===== src/rtl/serial_subtractor_ctrl.sv =====
// Bit-serial WIDTH-bit subtractor: one full_subtractor cell, LSB first.
// Optional signed overflow flag enabled by defining SERIAL_SUB_OVF_EN.

module full_subtractor (
  input  logic A,
  input  logic B,
  input  logic Bin,
  output logic D,
  output logic Bout
);

  assign D    = A ^ B ^ Bin;
  assign Bout = (~A & B) | (~(A ^ B) & Bin);

endmodule

module serial_subtractor_ctrl #(
  parameter int WIDTH = 8
) (
  input  logic             i_clk,
  input  logic             i_rst_n,
  input  logic             i_start,
  input  logic [WIDTH-1:0] i_a,
  input  logic [WIDTH-1:0] i_b,
  output logic             o_ready,
  output logic             o_busy,
  output logic             o_done,
  output logic [WIDTH-1:0] o_diff,
  output logic             o_borrow,
  output logic             o_ovf
);

  localparam int CW = $clog2(WIDTH);
  localparam logic [CW-1:0] LAST = CW'(WIDTH - 1);

  localparam logic [1:0] S_IDLE  = 2'd0;
  localparam logic [1:0] S_SHIFT = 2'd1;
  localparam logic [1:0] S_DONE  = 2'd2;

  logic [1:0]       r_state;
  logic [1:0]       w_state_nxt;
  logic [WIDTH-1:0] r_a_sh;
  logic [WIDTH-1:0] r_b_sh;
  // Only the upper WIDTH-1 result bits are ever read back; the
  // outgoing LSB would be dead, so it is not stored.
  logic [WIDTH-2:0] r_r_sh;
  logic             r_brw;
  logic [CW-1:0]    r_cnt;
  logic [WIDTH-1:0] r_diff;
  logic             r_borrow;

  logic             w_d;
  logic             w_bout;
  logic             w_accept;
  logic             w_shift;
  logic             w_last;
  logic [WIDTH-1:0] w_r_next;

  full_subtractor u_fs (
    .A    (r_a_sh[0]),
    .B    (r_b_sh[0]),
    .Bin  (r_brw),
    .D    (w_d),
    .Bout (w_bout)
  );

  assign w_accept = (r_state == S_IDLE) && i_start;
  assign w_shift  = (r_state == S_SHIFT);
  assign w_last   = w_shift && (r_cnt == LAST);
  assign w_r_next = {w_d, r_r_sh};

  // Next-state decode: IDLE -> SHIFT -> DONE -> IDLE.
  always_comb begin
    w_state_nxt = r_state;
    case (r_state)
      S_IDLE:  if (i_start) w_state_nxt = S_SHIFT;
      S_SHIFT: if (r_cnt == LAST) w_state_nxt = S_DONE;
      S_DONE:  w_state_nxt = S_IDLE;
      default: w_state_nxt = S_IDLE;
    endcase
  end

  // State register.
  always_ff @(posedge i_clk) begin
    if (!i_rst_n) begin
      r_state <= S_IDLE;
    end else begin
      r_state <= w_state_nxt;
    end
  end

  // Operand shifters, borrow recirculation and bit counter.
  always_ff @(posedge i_clk) begin
    if (!i_rst_n) begin
      r_a_sh <= '0;
      r_b_sh <= '0;
      r_r_sh <= '0;
      r_brw  <= 1'b0;
      r_cnt  <= '0;
    end else if (w_accept) begin
      r_a_sh <= i_a;
      r_b_sh <= i_b;
      r_brw  <= 1'b0;
      r_cnt  <= '0;
    end else if (w_shift) begin
      r_a_sh <= {1'b0, r_a_sh[WIDTH-1:1]};
      r_b_sh <= {1'b0, r_b_sh[WIDTH-1:1]};
      r_r_sh <= w_r_next[WIDTH-1:1];
      r_brw  <= w_bout;
      // Parked at zero after the last bit so it never wraps.
      r_cnt  <= w_last ? '0 : r_cnt + CW'(1);
    end
  end

  // Published results, updated only on the completion edge.
  always_ff @(posedge i_clk) begin
    if (!i_rst_n) begin
      r_diff   <= '0;
      r_borrow <= 1'b0;
    end else if (w_last) begin
      r_diff   <= w_r_next;
      r_borrow <= w_bout;
    end
  end

`ifdef SERIAL_SUB_OVF_EN
  logic r_a_sign;
  logic r_b_sign;
  logic r_ovf;

  // Operand sign bits captured with the operands.
  always_ff @(posedge i_clk) begin
    if (!i_rst_n) begin
      r_a_sign <= 1'b0;
      r_b_sign <= 1'b0;
    end else if (w_accept) begin
      r_a_sign <= i_a[WIDTH-1];
      r_b_sign <= i_b[WIDTH-1];
    end
  end

  // Overflow: signs differ and result sign differs from minuend.
  always_ff @(posedge i_clk) begin
    if (!i_rst_n) begin
      r_ovf <= 1'b0;
    end else if (w_last) begin
      r_ovf <= (r_a_sign ^ r_b_sign) & (w_d ^ r_a_sign);
    end
  end

  assign o_ovf = r_ovf;
`else
  assign o_ovf = 1'b0;
`endif

  assign o_ready  = (r_state == S_IDLE);
  assign o_busy   = (r_state == S_SHIFT);
  assign o_done   = (r_state == S_DONE);
  assign o_diff   = r_diff;
  assign o_borrow = r_borrow;

endmodule


===== config.mk =====
export PLATFORM = sky130hd
export DESIGN_NAME = serial_subtractor_ctrl
export DESIGN_NICKNAME = d
export VERILOG_FILES = /design/src/rtl/serial_subtractor_ctrl.sv
export SDC_FILE = /design/constraint.sdc
export NUM_CORES = 1
export LEC_CHECK = 0
export ABC_AREA = 1
export BUFFER_PORTS_ARGS = -buffer_cell sky130_fd_sc_hd__buf_2
export CORE_ASPECT_RATIO = 0.7
export CORE_MARGIN = 4
export CORE_UTILIZATION = 35
export CTS_BUF_LIST = sky130_fd_sc_hd__clkbuf_8
export CTS_CLUSTER_SIZE = 24
export DETAILED_ROUTE_END_ITERATION = 6
export SYNTH_ARGS = -nofsm -noshare
export SYNTH_HDL_FRONTEND = slang
export SYNTH_HIERARCHICAL = 1
export SYNTH_SLANG_ARGS = --single-unit

===== constraint.sdc =====
create_clock -name i_clk -period 1.36 [get_ports i_clk]
set_input_delay 0.068 -clock i_clk [delete_from_list [all_inputs] [get_ports i_clk]]
set_output_delay 0.068 -clock i_clk [all_outputs]
set_load 0.03 [all_outputs]

# After elaboration in Yosys (flattened, before gate mapping)
# Cells that the tools add are included.
# totals
out_inout_bits	13
wordCells	38
ff_bits	38
# op_classes
reduce_logical	7
n_eq_ne	5
bitwise	9
muxes	8
addsub	1
# op_table
cell	count
8-bit two-way mux	4
2-bit two-way mux	2
1-bit inverter	4
2-bit case mux with 2 select lines	1
2-bit AND reduction	2
3-bit by 1-bit adder with 3-bit output, second input constant	1
3-bit equality test, second input constant	1
3-bit two-way mux	1
1-bit bitwise AND	2
2-bit by 1-bit equality test with 1-bit output, second input constant	1
2-bit equality test, second input constant	1
1-bit logical AND	2
2-bit zero test	1
2-bit by 1-bit != test with 1-bit output, second input constant	1
2-bit != test, second input constant	1
2-bit nonzero test	1
2-bit OR reduction	1
1-bit bitwise XOR	2
1-bit OR	1

# Logic depth before layout (Yosys ltp)
# Gate-level depths: netlist of run 1.
# depth
word_depth	4
ltp_mapped	8
ltp_nobuf	8

# Modules after synthesis
# The synthesis of run 1 kept the hierarchy.
# modules_own_cells
module	cells_per_inst	n_inst	area_each_um2	seq_area_each_um2
serial_subtractor_ctrl	237	1	1690.4	760.7
full_subtractor	4	1	31.3	0.0

# Least setup slack after synthesis of run 1
# Ideal clock, no wire load.
# synth_timing
kind	register -> register
from	register r_state[0]
to	register r_a_sh[1]
arrival_ns	1.049
setup_slack_ns	0.179
stages_incl_launch_ff	7
path_cell_list	dfxtp_1 buf_6 nor2_4 buf_2 nand3_1 nand2_1 a21oi_1
# synth_via
elab_chain_cells	3
# synth_rtl
element	line	source
start: declaration	40	logic [1:0] r_state;
start signal: assignment	88	r_state <= w_state_nxt;
2-bit zero test (*)	n/a	
via o_ready	25	output logic o_ready,
1-bit logical AND (*)	67	assign w_accept = (r_state == S_IDLE) && i_start;
8-bit two-way mux or 2-bit nonzero test (tied branches)	n/a	
end signal: assignment	101	r_a_sh <= i_a;
end signal: assignment	106	r_a_sh <= {1'b0, r_a_sh[WIDTH-1:1]};
end: declaration	42	logic [WIDTH-1:0] r_a_sh;
# The timed path passes the listed nets; every way through them passes the cells marked *.
# A chain may end at the register's enable or synchronous reset.

# Worst setup path after layout of run 1
# layout_timing
from	register r_state[0]
to	output o_done
# layout_via
elab_chain_cells	1
# layout_rtl
element	line	source
2-bit equality test	158	assign o_done = (r_state == S_DONE);
end: declaration	27	output logic o_done,
# Every way passes these cells.

==> results.cfg, run 1 <==
[sta]
post-route-period-util_pct = 95.7
max_freq_mhz = 768
fin_crit_ns = 1.30
finalHoldViolations = 0
slew_viol_final = 0
finalSetupViolCount = 0
rsz0062_at_grt = yes
skew_ns = 0.00288

[flow_run]
max-cap-violations = 0

[grt]
grt_pass1_wl_mm = 6.17
grt_max_degree = 19
antenna_found_initial = 0
grt_pass1_vias = 1391
gr-usage-all-layers_pct = 12.7
overflow = 0

[route]
antenna_left = 0
dr_total_vias = 1520
drt_iter0_markers = 65
drc = 0
first_pass_iters = 5
post_drt_via_cell_ratio = 4.37
wl_per_cell_um = 10.6
routed_wl_mm = 3.68

[floorplan]
floorplan.initialDensity_pct = 36.2
io_pins = 32
die-area_sq_um = 6120
fp-row-count = 21
core_area_sq_um = 4760
die_x_um = 91.8
die_h_um = 66.7

[synth]
netlist_instances = 241
synth.area.top_cells = dfxtp_1, nand2_1, nand3_1, nor2_1, a21oi_1
synth_nets = 263
synth_edf_count = 0
seq_area_frac_synth_pct = 44.2
ys.flop_type = dfxtp_1
syn_area_per_cell_sq_um = 7.14
synth_cell_types = 22
ys_ff_latch = 38
yosysTopAreaCellShare_pct = 44.2
yosys-top-cells-count = nand2_1, dfxtp_1, nand3_1
synth_most_common_cell = nand2_1
syn-cell-area_sq_um = 1720
synth_top_area_cell = dfxtp_1
yosysWarnings = 6
async_flop_share_pct = 0

[setup_path]
path_depth = 4
crit_family = buffers and inverters
slowest_delay_ns = 0.35
critical_path.cell_chain = buf_4 -> buf_4 -> nor2_1 -> buf_4
endpoint = o_done
rrSetupSlack_ns = 0.13
r2r_end = o_diff[5]
cp_slowest_cell = dfxtp_2
timing.rr.start = r_state[1]
crit_top_cell = buf_4
path_buf_inv = 3
setup.worst_path.class = register to primary output
required_ns = 1.29
cp-start-kind = register
arrival_ns = 1.23
rr_worst_depth = 6
endpoint_kind = primary output
critPathLaunch = r_state[0]
worstPathMaxFanout = 8

[pwr]
leakagePower_nw = 1.03
power_density_nw_per_um2 = 1120
peakVddDrop_mv = 0.414

[place]
dp_hpwl_mm = 2.61
gp_congestion = 0.733
port_buffers = 30
dpl_cell_area_sq_um = 1960

[clocking]
worstSkewPairLatency_ns = 0.28
cts.path.max_buffers = 2
cts_tree = done
path_clk_slew_ns = 0.07
cts-buffers-inserted = 5
clk_root_buffer_cell = clkbuf_8
clock-sinks = 38
htreeDepth = 2

[worst_hold_path]
hp-class = input pin to register

[cells_and_area]
drive_gt1_share_pct = 22.9
nets = 300
fin_util_pct = 43.6
stdcell_area_sq_um = 2070
n_antenna_cell = 0
syn_to_final_growth_pct = 20.3
fill_cells = 505

[outcome]
status = finished, final reports clean
-- logic make-up (layout without fill, tap and decap cells) --
family / Yosys count / in the layout / synth area share, %
flip-flops: 38 / 38 / 44.2
buffers and inverters: 38 / 76 / 10.8
AO/OA/AOI/OAI: 31 / 31 / 9.67
adder cells (fa/ha/maj): 3 / 3 / 2.62
AND/OR/NAND/NOR: 130 / 130 / 32.5
other: 1 / 1 / 0.218
-- state kept, by name, summed over array words and instances (netlist names) --
register / count
o_diff: 8
r_a_sh: 8
r_b_sh: 8
r_r_sh: 7
r_cnt: 3
r_state: 2
o_borrow: 1
r_brw: 1
-- final cells by class --
| class | count | area [sq um] | area share [%] |
|---|---|---|---|
| multi-input combinational | 165 | 777 | 37.5 |
| sequential | 38 | 764 | 36.9 |
| timing repair buffer | 44 | 260 | 12.6 |
| inverter | 24 | 92.6 | 4.47 |
| tap | 69 | 86.3 | 4.17 |
| clock buffer | 6 | 82.6 | 3.99 |
| clock inverter | 2 | 8.76 | 0.423 |
-- power breakdown --
part	internal (mW)	switching, mW	total (mW)
sequential	1.17	0.0387	1.21
combinational	0.128	0.189	0.318
clock	0.401	0.381	0.782
total	1.70	0.609	2.31
-- worst min path at each step --
stage | to | cells past startpoint | start | slack, ns
after floorplan | r_a_sh[7] | 2 | i_a[7] | 0.21
after global placement | r_b_sh[7] | 3 | i_b[7] | 0.32
after detailed placement | r_a_sh[7] | 3 | i_a[7] | 0.33
after CTS | r_a_sh[7] | 3 | i_a[7] | 0.02
after global routing | r_a_sh[7] | 3 | i_a[7] | 0.04
final | r_a_sh[7] | 3 | i_a[7] | 0.03
-- layout by cell type, fill, tap and decap left out, drive strengths merged --
cell type,instances
a21oi,19
buf,43
clkbuf,7
clkinv,2
conb,1
dfxtp,38
fa,1
ha,2
inv,24
nand2,67
nand3,32
nand3b,1
nor2,30
o21ai,12
-- tightest hold or removal path, stage by stage --
cell and delay, ns:
buf_2 0.09, nand2_1 0.06, a21oi_1 0.05
-- per-layer routing --
| metal | up-vias | GRT usage (%) | wire length, um |
|---|---|---|---|
| li1 | 828 | - | - |
| met1 | 658 | 16.8 | 1930 |
| met2 | 29 | 19.9 | 1560 |
| met3 | 5 | 3.05 | 130 |
| met4 | 0 | 5.00 | 51 |
| met5 | - | 0 | 0 |
-- timing repair --
item	CTS	global route
setup buffers	1	0
pin swaps	1	1
endpoints found under the hold margin	0	0
hold buffers	0	0
endpoints found under the setup margin	2	11
gates resized for setup	1	7
-- stage by stage --
step / total power, mW / setup TNS (ns) / cells / setup slack (ns) / hold slack, ns
floorplan: 1.46 / 0 / 241 / 0.179 / 0.211
global placement: 1.55 / 0 / 339 / 0.136 / 0.322
finish: 2.31 / 0 / 348 / 0.0585 / 0.0311
CTS: 2.34 / 0 / 348 / 0.0110 / 0.0214
global route: 2.43 / -0.00858 / 348 / -0.00674 / 0.0388
detailed placement: 1.55 / 0 / 339 / 0.107 / 0.332
Power figures use the tool's default switching activity.
==> run 2, diff against run 1 <==
==> constraint.sdc (replaced) <==
create_clock -name i_clk -period 1.2 [get_ports i_clk]
set_input_delay 0.06 -clock i_clk [delete_from_list [all_inputs] [get_ports i_clk]]
set_output_delay 0.06 -clock i_clk [all_outputs]
set_load 0.03 [all_outputs]
==> results.cfg, run 2 (synthesis results as in run 1) <==
[outcome]
status = finished, violations left
violations = negative setup slack

[clocking]
cts_tree = done
htreeDepth = 2
postCtsHoldBufs = 0
cts.path.max_buffers = 2
clk_root_buffer_cell = clkbuf_8
path_clk_slew_ns = 0.08
worstSkewPairLatency_ns = 0.29
clock-sinks = 38
cts-buffers-inserted = 5

[setup_path]
slowest_delay_ns = 0.33
required_ns = 1.14
rr_worst_depth = 8
timing.rr.start = r_state[0]
worstPathMaxFanout = 4
crit_top_cell = buf_6
cp-start-kind = register
crit_family = buffers and inverters
path_buf_inv = 3
r2r_end = r_b_sh[0]
endpoint_kind = primary output
critical_path.cell_chain = buf_6 -> nor2_4 -> buf_8 -> buf_6
rrSetupSlack_ns = 0
cp_slowest_cell = dfxtp_2
arrival_ns = 1.18
setup.worst_path.class = register to primary output

[pwr]
intPower_mw = 1.99
leakagePower_nw = 1.08
p_clk_share_pct = 33.5
switching_share_pct = 27.8
peakVddDrop_mv = 0.411
switching_power_uw = 766
power_density_nw_per_um2 = 1190
seqPwrFrac_pct = 49.8
combPwrFrac_pct = 16.8

[floorplan]
die_h_um = 66.7
die-area_sq_um = 6120
io_pins = 32
core_area_sq_um = 4760
floorplan.initialDensity_pct = 36.2
die_x_um = 91.8
fp-row-count = 21

[sta]
fin_crit_ns = 1.24
finalHoldViolations = 0
post-route-period-util_pct = 104
setup_ws_ns = -0.0428
slew_viol_final = 0
rsz0062_at_grt = yes
finalSetupViolCount = 1
max_freq_mhz = 805
skew_ns = 0.00781

[cells_and_area]
fin_util_pct = 48.6
syn_to_final_growth_pct = 34.2
layout.cells.most_common = nand2_1
nets = 304
n_antenna_cell = 0
fill_cells = 473
most-common-layout-cells = nand2_1, dfxtp_1, buf_2, nor2_1, nand3_1
drive_gt1_share_pct = 35.3

[grt]
overflow = 0
gr-usage-all-layers_pct = 13.6
antenna_found_initial = 0
grt_pass1_vias = 1373
grt_max_degree = 20
grt_pass1_wl_mm = 6.56

[place]
gp_congestion = 0.702
port_buffers = 30
dp_hpwl_mm = 2.69
dp_slack_ns = -0.0462

[worst_hold_path]
min_path_cells = 3
min_from = i_b[7]
hp-class = input pin to register
min_to = r_b_sh[7]

[route]
first_pass_iters = 4
drc = 0
drt_iter0_markers = 148
dr_total_vias = 1609
routed_wl_mm = 4.13
wl_per_cell_um = 11.7
post_drt_via_cell_ratio = 4.57
antenna_left = 0

[flow_run]
max-cap-violations = 0
## run 2: cell types whose count changed in the layout (fill, tap and decap cells not counted), sizes merged
cell / previous run / this run
buf: 43 / 48
clkbuf: 7 / 6
clkinvlp: 0 / 1
inv: 24 / 23
## run 2: power groups by stage
stage | clock network (mW) | logic (mW) | registers, mW
6_report | 0.922 | 0.462 | 1.37
5_1_grt | 0.996 | 0.518 | 1.38
4_1_cts | 0.948 | 0.414 | 1.37
3_5_place_dp | 0 | 0.376 | 1.40
3_3_place_gp | 0 | 0.374 | 1.40
2_1_floorplan | 0 | 0.272 | 1.39
## run 2: layout make-up
cell class	count	area, sq um	share of cell area, %
clock buffer	6	82.6	3.58
timing repair buffer	48	350	15.2
inverter	24	95.1	4.12
clock inverter	2	12.5	0.542
multi-input combinational	165	915	39.6
sequential	38	768	33.3
tap	69	86.3	3.74
## run 2: worst max path at each step
stage	cells after the start	from	end
after CTS	8	r_cnt[0]	o_diff[3]
after global routing	4	r_b_sh[0]	r_r_sh[6]
after detailed placement	8	r_cnt[0]	o_diff[3]
final	4	r_state[0]	o_ready
after global placement	8	r_cnt[0]	o_diff[3]
after floorplan	6	r_state[0]	r_a_sh[1]
## run 2: worst min-delay path: stages
cell,delay (ns)
buf_2,0.09
nand2_1,0.05
a21oi_1,0.05
## run 2: timing repair
action,in CTS,in global routing
endpoints found under the hold margin,0,0
pin swaps,2,24
setup endpoints to repair,13,32
buffers inserted,6,0
gates resized for setup,23,36
## run 2: stage by stage
stage / cell area, sq um / hold WS [ns] / power [mW] / TNS, ns / instances
2_1_floorplan: 1720 / 0.203 / 1.66 / 0 / 241
3_3_place_gp: 1980 / 0.319 / 1.77 / 0 / 340
3_5_place_dp: 1980 / 0.327 / 1.77 / -0.122 / 340
4_1_cts: 2170 / 0.00764 / 2.73 / 0 / 353
5_1_grt: 2310 / 0.0172 / 2.89 / -1.02 / 352
6_report: 2310 / 0.0140 / 2.76 / -0.0428 / 352
## run 2: metal layers
layer,global-route usage (%),up-vias,share of wire [%]
li1,-,839,-
met1,18.2,737,49
met2,21.5,25,45
met3,3.39,8,3.9
met4,5.00,0,1.6
met5,0,-,0
